### config.mk
export PLATFORM = sky130hd
export DESIGN_NAME = vf_pattern_gen
export DESIGN_NICKNAME = d
export VERILOG_FILES = /design/src/rtl/vf_pattern_pkg.sv /design/src/rtl/vf_frame_cnt.sv /design/src/rtl/vf_pattern_gen.sv
export SDC_FILE = /design/constraint.sdc
export NUM_CORES = 1
export LEC_CHECK = 0
export BUFFER_PORTS_ARGS = -buffer_cell sky130_fd_sc_hd__buf_2
export CAP_MARGIN = 15
export CORE_MARGIN = 4
export CORE_UTILIZATION = 50
export CTS_BUF_LIST = sky130_fd_sc_hd__clkbuf_4 sky130_fd_sc_hd__clkbuf_8
export CTS_CLUSTER_DIAMETER = 50
export DETAILED_ROUTE_END_ITERATION = 12
export PLACE_DENSITY_LB_ADDON = 0.3
export RECOVER_POWER = 25
export SLEW_MARGIN = 20
export SYNTH_ARGS = -nofsm -noshare
export SYNTH_HDL_FRONTEND = slang
export SYNTH_HIERARCHICAL = 1
export SYNTH_SLANG_ARGS = --single-unit
### constraint.sdc
create_clock -name clk -period 5.85 [get_ports clk]
set_clock_uncertainty 0.1 [all_clocks]
set_input_delay 0.585 -clock clk [delete_from_list [all_inputs] [get_ports clk]]
set_output_delay 0.585 -clock clk [all_outputs]
set_load 0.01 [all_outputs]
### src/rtl/vf_pattern_pkg.sv
// Shared definitions for the video-frame pattern source: mode encodings,
// luma/chroma levels and the eight-entry colour-bar table.
package vf_pattern_pkg;

    typedef enum logic [1:0] {
        MODE_RAMP    = 2'd0,
        MODE_BARS    = 2'd1,
        MODE_CHECKER = 2'd2,
        MODE_BOX     = 2'd3
    } mode_e;

    localparam logic [7:0] Y_HI  = 8'd235;
    localparam logic [7:0] Y_LO  = 8'd16;
    localparam logic [7:0] C_MID = 8'd128;

    typedef struct packed {
        logic [7:0] y;
        logic [7:0] u;
        logic [7:0] v;
    } yuv_t;

    function automatic yuv_t bar_colour(input logic [2:0] bar);
        yuv_t c;
        case (bar)
            3'd0:    c = '{y: 8'd235, u: 8'd128, v: 8'd128};  // white
            3'd1:    c = '{y: 8'd210, u: 8'd16,  v: 8'd146};  // yellow
            3'd2:    c = '{y: 8'd170, u: 8'd166, v: 8'd16};   // cyan
            3'd3:    c = '{y: 8'd145, u: 8'd54,  v: 8'd34};   // green
            3'd4:    c = '{y: 8'd106, u: 8'd202, v: 8'd222};  // magenta
            3'd5:    c = '{y: 8'd81,  u: 8'd90,  v: 8'd240};  // red
            3'd6:    c = '{y: 8'd41,  u: 8'd240, v: 8'd110};  // blue
            default: c = '{y: 8'd16,  u: 8'd128, v: 8'd128};  // black
        endcase
        return c;
    endfunction

endpackage

### src/rtl/vf_frame_cnt.sv
// Pixel/line/phase position counters for one frame, with end-of-frame
// detection, the frame_done pulse and the sticky overrun flag.
module vf_frame_cnt #(
    parameter string       FRAME_TYPE = "MONO",
    parameter logic [13:0] FRAME_W    = 14'd252,
    parameter logic [13:0] FRAME_H    = 14'd120
) (
    input  logic        clk,
    input  logic        rstn,
    input  logic        sof,
    input  logic        req,
    output logic [13:0] x_d,
    output logic [13:0] y_d,
    output logic [1:0]  phase_d,
    output logic        wrap,
    output logic        frame_done,
    output logic        ovf
);
    localparam bit IS_YUY2 = (FRAME_TYPE == "YUY2");

    logic [13:0] x_q, y_q;
    logic [1:0]  phase_q;
    logic        ended_q, ended_d;
    logic        frame_done_q, frame_done_d;
    logic        ovf_q, ovf_d;
    logic        last, x_inc;

    always_comb begin
        // NOTE: every combinational output is given a default first so no latch is inferred.
        x_d          = x_q;
        y_d          = y_q;
        phase_d      = phase_q;
        ended_d      = ended_q;
        ovf_d        = ovf_q;
        frame_done_d = 1'b0;
        wrap         = 1'b0;

        // In YUY2 the final V byte sits at phase 3 after x and y have both wrapped.
        last  = IS_YUY2 ? (phase_q == 2'd3 && x_q == 14'd0 && y_q == 14'd0)
                        : (x_q == FRAME_W - 14'd1 && y_q == FRAME_H - 14'd1);
        x_inc = IS_YUY2 ? !phase_q[0] : 1'b1;

        if (sof) begin
            x_d     = 14'd0;
            y_d     = 14'd0;
            phase_d = 2'd0;
            ended_d = 1'b0;
            ovf_d   = 1'b0;
        end else if (req) begin
            wrap         = last;
            frame_done_d = last;
            ended_d      = ended_q | last;
            ovf_d        = ovf_q | ended_q;
            if (IS_YUY2) phase_d = phase_q + 2'd1;
            if (x_inc) begin
                if (x_q == FRAME_W - 14'd1) begin
                    x_d = 14'd0;
                    y_d = (y_q == FRAME_H - 14'd1) ? 14'd0 : y_q + 14'd1;
                end else begin
                    x_d = x_q + 14'd1;
                end
            end
        end
    end

    // NOTE: reset is synchronous, so rstn is tested inside the clocked block only.
    always_ff @(posedge clk) begin
        if (!rstn) begin
            x_q          <= 14'd0;
            y_q          <= 14'd0;
            phase_q      <= 2'd0;
            ended_q      <= 1'b0;
            frame_done_q <= 1'b0;
            ovf_q        <= 1'b0;
        end else begin
            x_q          <= x_d;
            y_q          <= y_d;
            phase_q      <= phase_d;
            ended_q      <= ended_d;
            frame_done_q <= frame_done_d;
            ovf_q        <= ovf_d;
        end
    end

    assign frame_done = frame_done_q;
    assign ovf        = ovf_q;

endmodule

### src/rtl/vf_pattern_gen.sv
// Video-frame test-pattern source: per-frame seed, mode and box position,
// and the registered byte mux fed from next-state frame counters.
module vf_pattern_gen
    import vf_pattern_pkg::*;
#(
    parameter string       FRAME_TYPE = "MONO",
    parameter logic [13:0] FRAME_W    = 14'd252,
    parameter logic [13:0] FRAME_H    = 14'd120,
    parameter int          CHECK_LOG2 = 4,
    parameter int          BOX_SZ     = 16
) (
    input  logic       clk,
    input  logic       rstn,
    input  logic [1:0] mode,
    input  logic       vf_sof,
    input  logic       vf_req,
    output logic [7:0] vf_byte,
    output logic [7:0] frame_cnt,
    output logic       frame_done,
    output logic       ovf
);
    localparam bit IS_YUY2 = (FRAME_TYPE == "YUY2");

    mode_e       mode_q, mode_d;
    logic [7:0]  seed_q, seed_d;
    logic [7:0]  frame_cnt_q, frame_cnt_d;
    logic [7:0]  k_q, k_d;
    logic [7:0]  vf_byte_q, vf_byte_d;
    logic [13:0] bx_q, bx_d, by_q, by_d;
    logic [13:0] x_d, y_d, bar_x;
    logic [1:0]  phase_d;
    logic        wrap, chroma, checker_lo, box_in;
    logic [2:0]  bar;
    yuv_t        bar_c;
    logic [7:0]  pix;

    vf_frame_cnt #(
        .FRAME_TYPE(FRAME_TYPE),
        .FRAME_W   (FRAME_W),
        .FRAME_H   (FRAME_H)
    ) u_frame_cnt (
        .clk       (clk),
        .rstn      (rstn),
        .sof       (vf_sof),
        .req       (vf_req),
        .x_d       (x_d),
        .y_d       (y_d),
        .phase_d   (phase_d),
        .wrap      (wrap),
        .frame_done(frame_done),
        .ovf       (ovf)
    );

    always_comb begin
        mode_d      = mode_q;
        seed_d      = seed_q;
        frame_cnt_d = frame_cnt_q;
        bx_d        = bx_q;
        by_d        = by_q;
        k_d         = k_q;
        if (vf_sof) begin
            mode_d      = mode_e'(mode);
            seed_d      = frame_cnt_q;
            frame_cnt_d = frame_cnt_q + 8'd1;
            bx_d        = (bx_q == FRAME_W - 14'd1) ? 14'd0 : bx_q + 14'd1;
            by_d        = (by_q == FRAME_H - 14'd1) ? 14'd0 : by_q + 14'd1;
            k_d         = 8'd0;
        end else if (vf_req) begin
            k_d = wrap ? 8'd0 : k_q + 8'd1;
        end
    end

    always_comb begin
        // Chroma bytes take their bar from the even pixel of the pair; V trails x by two.
        bar_x = x_d;
        if (IS_YUY2 && phase_d == 2'd1)
            bar_x = x_d - 14'd1;
        else if (IS_YUY2 && phase_d == 2'd3)
            bar_x = (x_d == 14'd0) ? FRAME_W - 14'd2 : x_d - 14'd2;

        bar = 3'd0;
        for (int b = 1; b < 8; b++) begin
            if ({4'd0, bar_x, 3'd0} >= 21'(b) * 21'(FRAME_W)) bar = 3'(b);
        end
        bar_c = bar_colour(bar);

        chroma     = IS_YUY2 && phase_d[0];
        checker_lo = x_d[CHECK_LOG2] ^ y_d[CHECK_LOG2] ^ seed_d[0];
        box_in     = ({1'b0, x_d} >= {1'b0, bx_d}) && ({1'b0, x_d} < {1'b0, bx_d} + 15'(BOX_SZ)) &&
                     ({1'b0, y_d} >= {1'b0, by_d}) && ({1'b0, y_d} < {1'b0, by_d} + 15'(BOX_SZ));

        case (mode_d)
            MODE_RAMP:    pix = seed_d + k_d;
            MODE_BARS:    pix = !chroma ? bar_c.y : ((phase_d == 2'd1) ? bar_c.u : bar_c.v);
            MODE_CHECKER: pix = chroma ? C_MID : (checker_lo ? Y_LO : Y_HI);
            default:      pix = chroma ? C_MID : (box_in ? Y_HI : Y_LO);
        endcase

        vf_byte_d = (vf_sof || vf_req) ? pix : vf_byte_q;
    end

    always_ff @(posedge clk) begin
        if (!rstn) begin
            mode_q      <= MODE_RAMP;
            seed_q      <= 8'd0;
            frame_cnt_q <= 8'd0;
            k_q         <= 8'd0;
            bx_q        <= 14'd0;
            by_q        <= 14'd0;
            vf_byte_q   <= 8'd0;
        end else begin
            mode_q      <= mode_d;
            seed_q      <= seed_d;
            frame_cnt_q <= frame_cnt_d;
            k_q         <= k_d;
            bx_q        <= bx_d;
            by_q        <= by_d;
            vf_byte_q   <= vf_byte_d;
        end
    end

    assign vf_byte   = vf_byte_q;
    assign frame_cnt = frame_cnt_q;

endmodule

==> reports/results.ini <==
[grt]
grt_usage_pct = 21.66
first_global_vias = 5420
antenna_found_initial = 0
grt_max_degree = 33
grt_pass1_wl_um = 26390
grt_overflow = 0

[layout]
area_delta_synth_final_pct = 6.178
n_fill_cell = 1213
multiInputGateArea_um2 = 4418
layout.nets = 869
diodes = 0
seqCellArea_um2 = 1862
drive_gt1_share_pct = 6.476

[route]
top_layer = met4
vias_per_cell = 6.068
route.vias.total = 5916
route.met3.wl_um = 920
wirelength_um = 15870
wl_per_cell_um = 16.28
drc = 0
drt-met1-wl_um = 7391
dr.first_iter.drc_count = 539
ant_nets = 0
drt_pre_antenna_iters = 5
wl_met2_um = 7298

[pwr]
power_density_nw_per_um2 = 177.6
p_switching_uw = 337.3
p_comb_share_pct = 8.8
peakVddDrop_uv = 129.1
power.share.sequential_pct = 53.2
power.leakage_uw = 0.002624
clkPwrFrac_pct = 38.0
intPower_uw = 892.3
switching_share_pct = 27.43

[worst_setup_path]
r2r-end = vf_byte[4]
worstPathRequired_ns = 6.03
critPathLaunchType = register
arrival_ns = 4.78
worstSetupEndpointType = register
regToRegSetupSlack_ns = 1.26
path_class = register to register
reg2regPathDepth = 16
rr_startpoint = by_q[3]
worst-path-max-fanout = 7

[timing]
period_needed_ns = 4.595
setup_tns_ns = 0
hold_viol = 0
slew_violations = 0
rsz0062_at_grt = false
period_share_pct = 78.54
post-route-worst-setup-slack_ns = 1.255
setup_violations = 0
fmax_mhz = 217.6
slew-limit-headroom_pct = 5.699
tightest_slew_ns = 1.415

[cts]
htreeDepth = 3
clk_path_buf_depth = 2
cts_tree = done
ctsResizeCount = 0
cts_buffers = 9
cts.clk_slew.worst_paths_ns = 0.11
post-cts-setup-buffers = 0
cts_root_buf = clkbuf_8
cts_hold_buf = 0
clk_latency_ns = 0.37
cts_sinks = 93

[floorplanning]
fp.dieW_um = 122.2
core_um2 = 12670
initial_core_util_pct = 51.47
die_y_um = 122.2
rows = 41
ioPinCount = 24
die_area_um2 = 14930

[place]
place_ws_ns = 0.9865
portBuffers = 23
place.gp.congestion = 0.9692
hpwl_um = 12330

[outcome]
status = completed

[hold_path]
worst_hold_path.endpoint = u_frame_cnt/ended_q
hold_class = register to register
min_from = u_frame_cnt/ended_q
hold_path_depth = 2

[synthesis]
synth_area_per_cell_um2 = 8.286
synthCells = 787
syn_nets = 858
yosys_warnings = 6
netlist_area_um2 = 6521

[job]
max-cap-violations = 0

[power groups by stage]
stage	clock network (uW)	logic (uW)	registers [uW]
detailed placement	0	110	669
global placement	0	108	668
global route	511	121	656
finish	467	108	654
CTS	476	111	655
floorplan	0	75.3	670
[cell type report]
type / count / area share [%]
multi-input cells: 641 / 63.81
repair buffers: 26 / 1.626
clock inverters: 7 / 1.319
clock buffers: 9 / 1.789
flip-flops and latches: 93 / 26.89
well taps: 172 / 3.108
inverters: 27 / 1.464
[registers in the layout, indices dropped and copies added (netlist names)]
register and flops:
bx_q 14, by_q 14, frame_cnt 8, k_q 8
mode_q 2, seed_q 8, u_frame_cnt/ended_q 1, u_frame_cnt/frame_done 1
u_frame_cnt/ovf 1, u_frame_cnt/x_q 14, u_frame_cnt/y_q 14, vf_byte 8
[metrics by stage]
step / hold WS, ns / cell area, um2 / util, % / instances / total power, uW
final: 0.3572 / 6924 / 54.65 / 975 / 1230
after global routing: 0.4032 / 6924 / 54.65 / 975 / 1287
after CTS: 0.3552 / 6964 / 54.96 / 975 / 1242
after detailed placement: 0.3386 / 6749 / 53.26 / 959 / 779.4
after global placement: 0.3370 / 6749 / 53.26 / 959 / 776.3
after floorplan: 0.3256 / 6521 / - / 787 / 745.4
[placed cells by master (no fill, tap or decap), types with 7 or more instances in the layout]
| cell | instances |
|---|---|
| mux2i_1 | 8 |
| dfxtp_1 | 93 |
| nand2b_1 | 13 |
| clkbuf_8 | 9 |
| o21ai_0 | 31 |
| ha_1 | 63 |
| nor2_1 | 101 |
| and2_1 | 15 |
| mux2_2 | 7 |
| clkbuf_1 | 18 |
| nand3_1 | 23 |
| nand2_1 | 53 |
| xor2_1 | 32 |
| nand4_1 | 26 |
| a21oi_1 | 60 |
| xnor2_1 | 34 |
| nor3_1 | 18 |
| and4_1 | 7 |
| a31oi_1 | 9 |
| and3_1 | 9 |
| or3_1 | 11 |
| a21o_1 | 7 |
| inv_1 | 27 |
| nor4_1 | 8 |
[metal layers]
| metal | vias to the layer above | GRT usage (%) |
|---|---|---|
| met3 | 24 | 3.714 |
| met1 | 2805 | 30.15 |
| li1 | 2890 | - |
| met4 | 0 | 6.788 |
| met2 | 197 | 34.22 |
| met5 | - | 0 |
[how the worst max path moves through the flow]
| stage | start | endpoint | depth (start not counted) |
|---|---|---|---|
| floorplan | vf_sof | vf_byte[4] | 17 |
| global placement | vf_req | vf_byte[0] | 11 |
| detailed placement | vf_req | vf_byte[0] | 11 |
| CTS | by_q[3] | vf_byte[4] | 16 |
| global route | u_frame_cnt/x_q[4] | vf_byte[1] | 12 |
| finish | by_q[3] | vf_byte[4] | 16 |
[critical path, stage by stage (launching register included)]
cell	delay, ns
dfxtp_1	0.39
or4_1	0.62
nor4_2	0.57
a31oi_1	0.08
o21ai_0	0.16
o21ai_0	0.28
ha_1	0.33
nand3_1	0.17
nor2_1	0.08
xor2_1	0.16
ha_1	0.30
a21boi_0	0.14
o31ai_1	0.24
o211ai_1	0.13
o41ai_1	0.17
a31oi_1	0.30
a32o_1	0.27
Power figures use the tool's default switching activity.
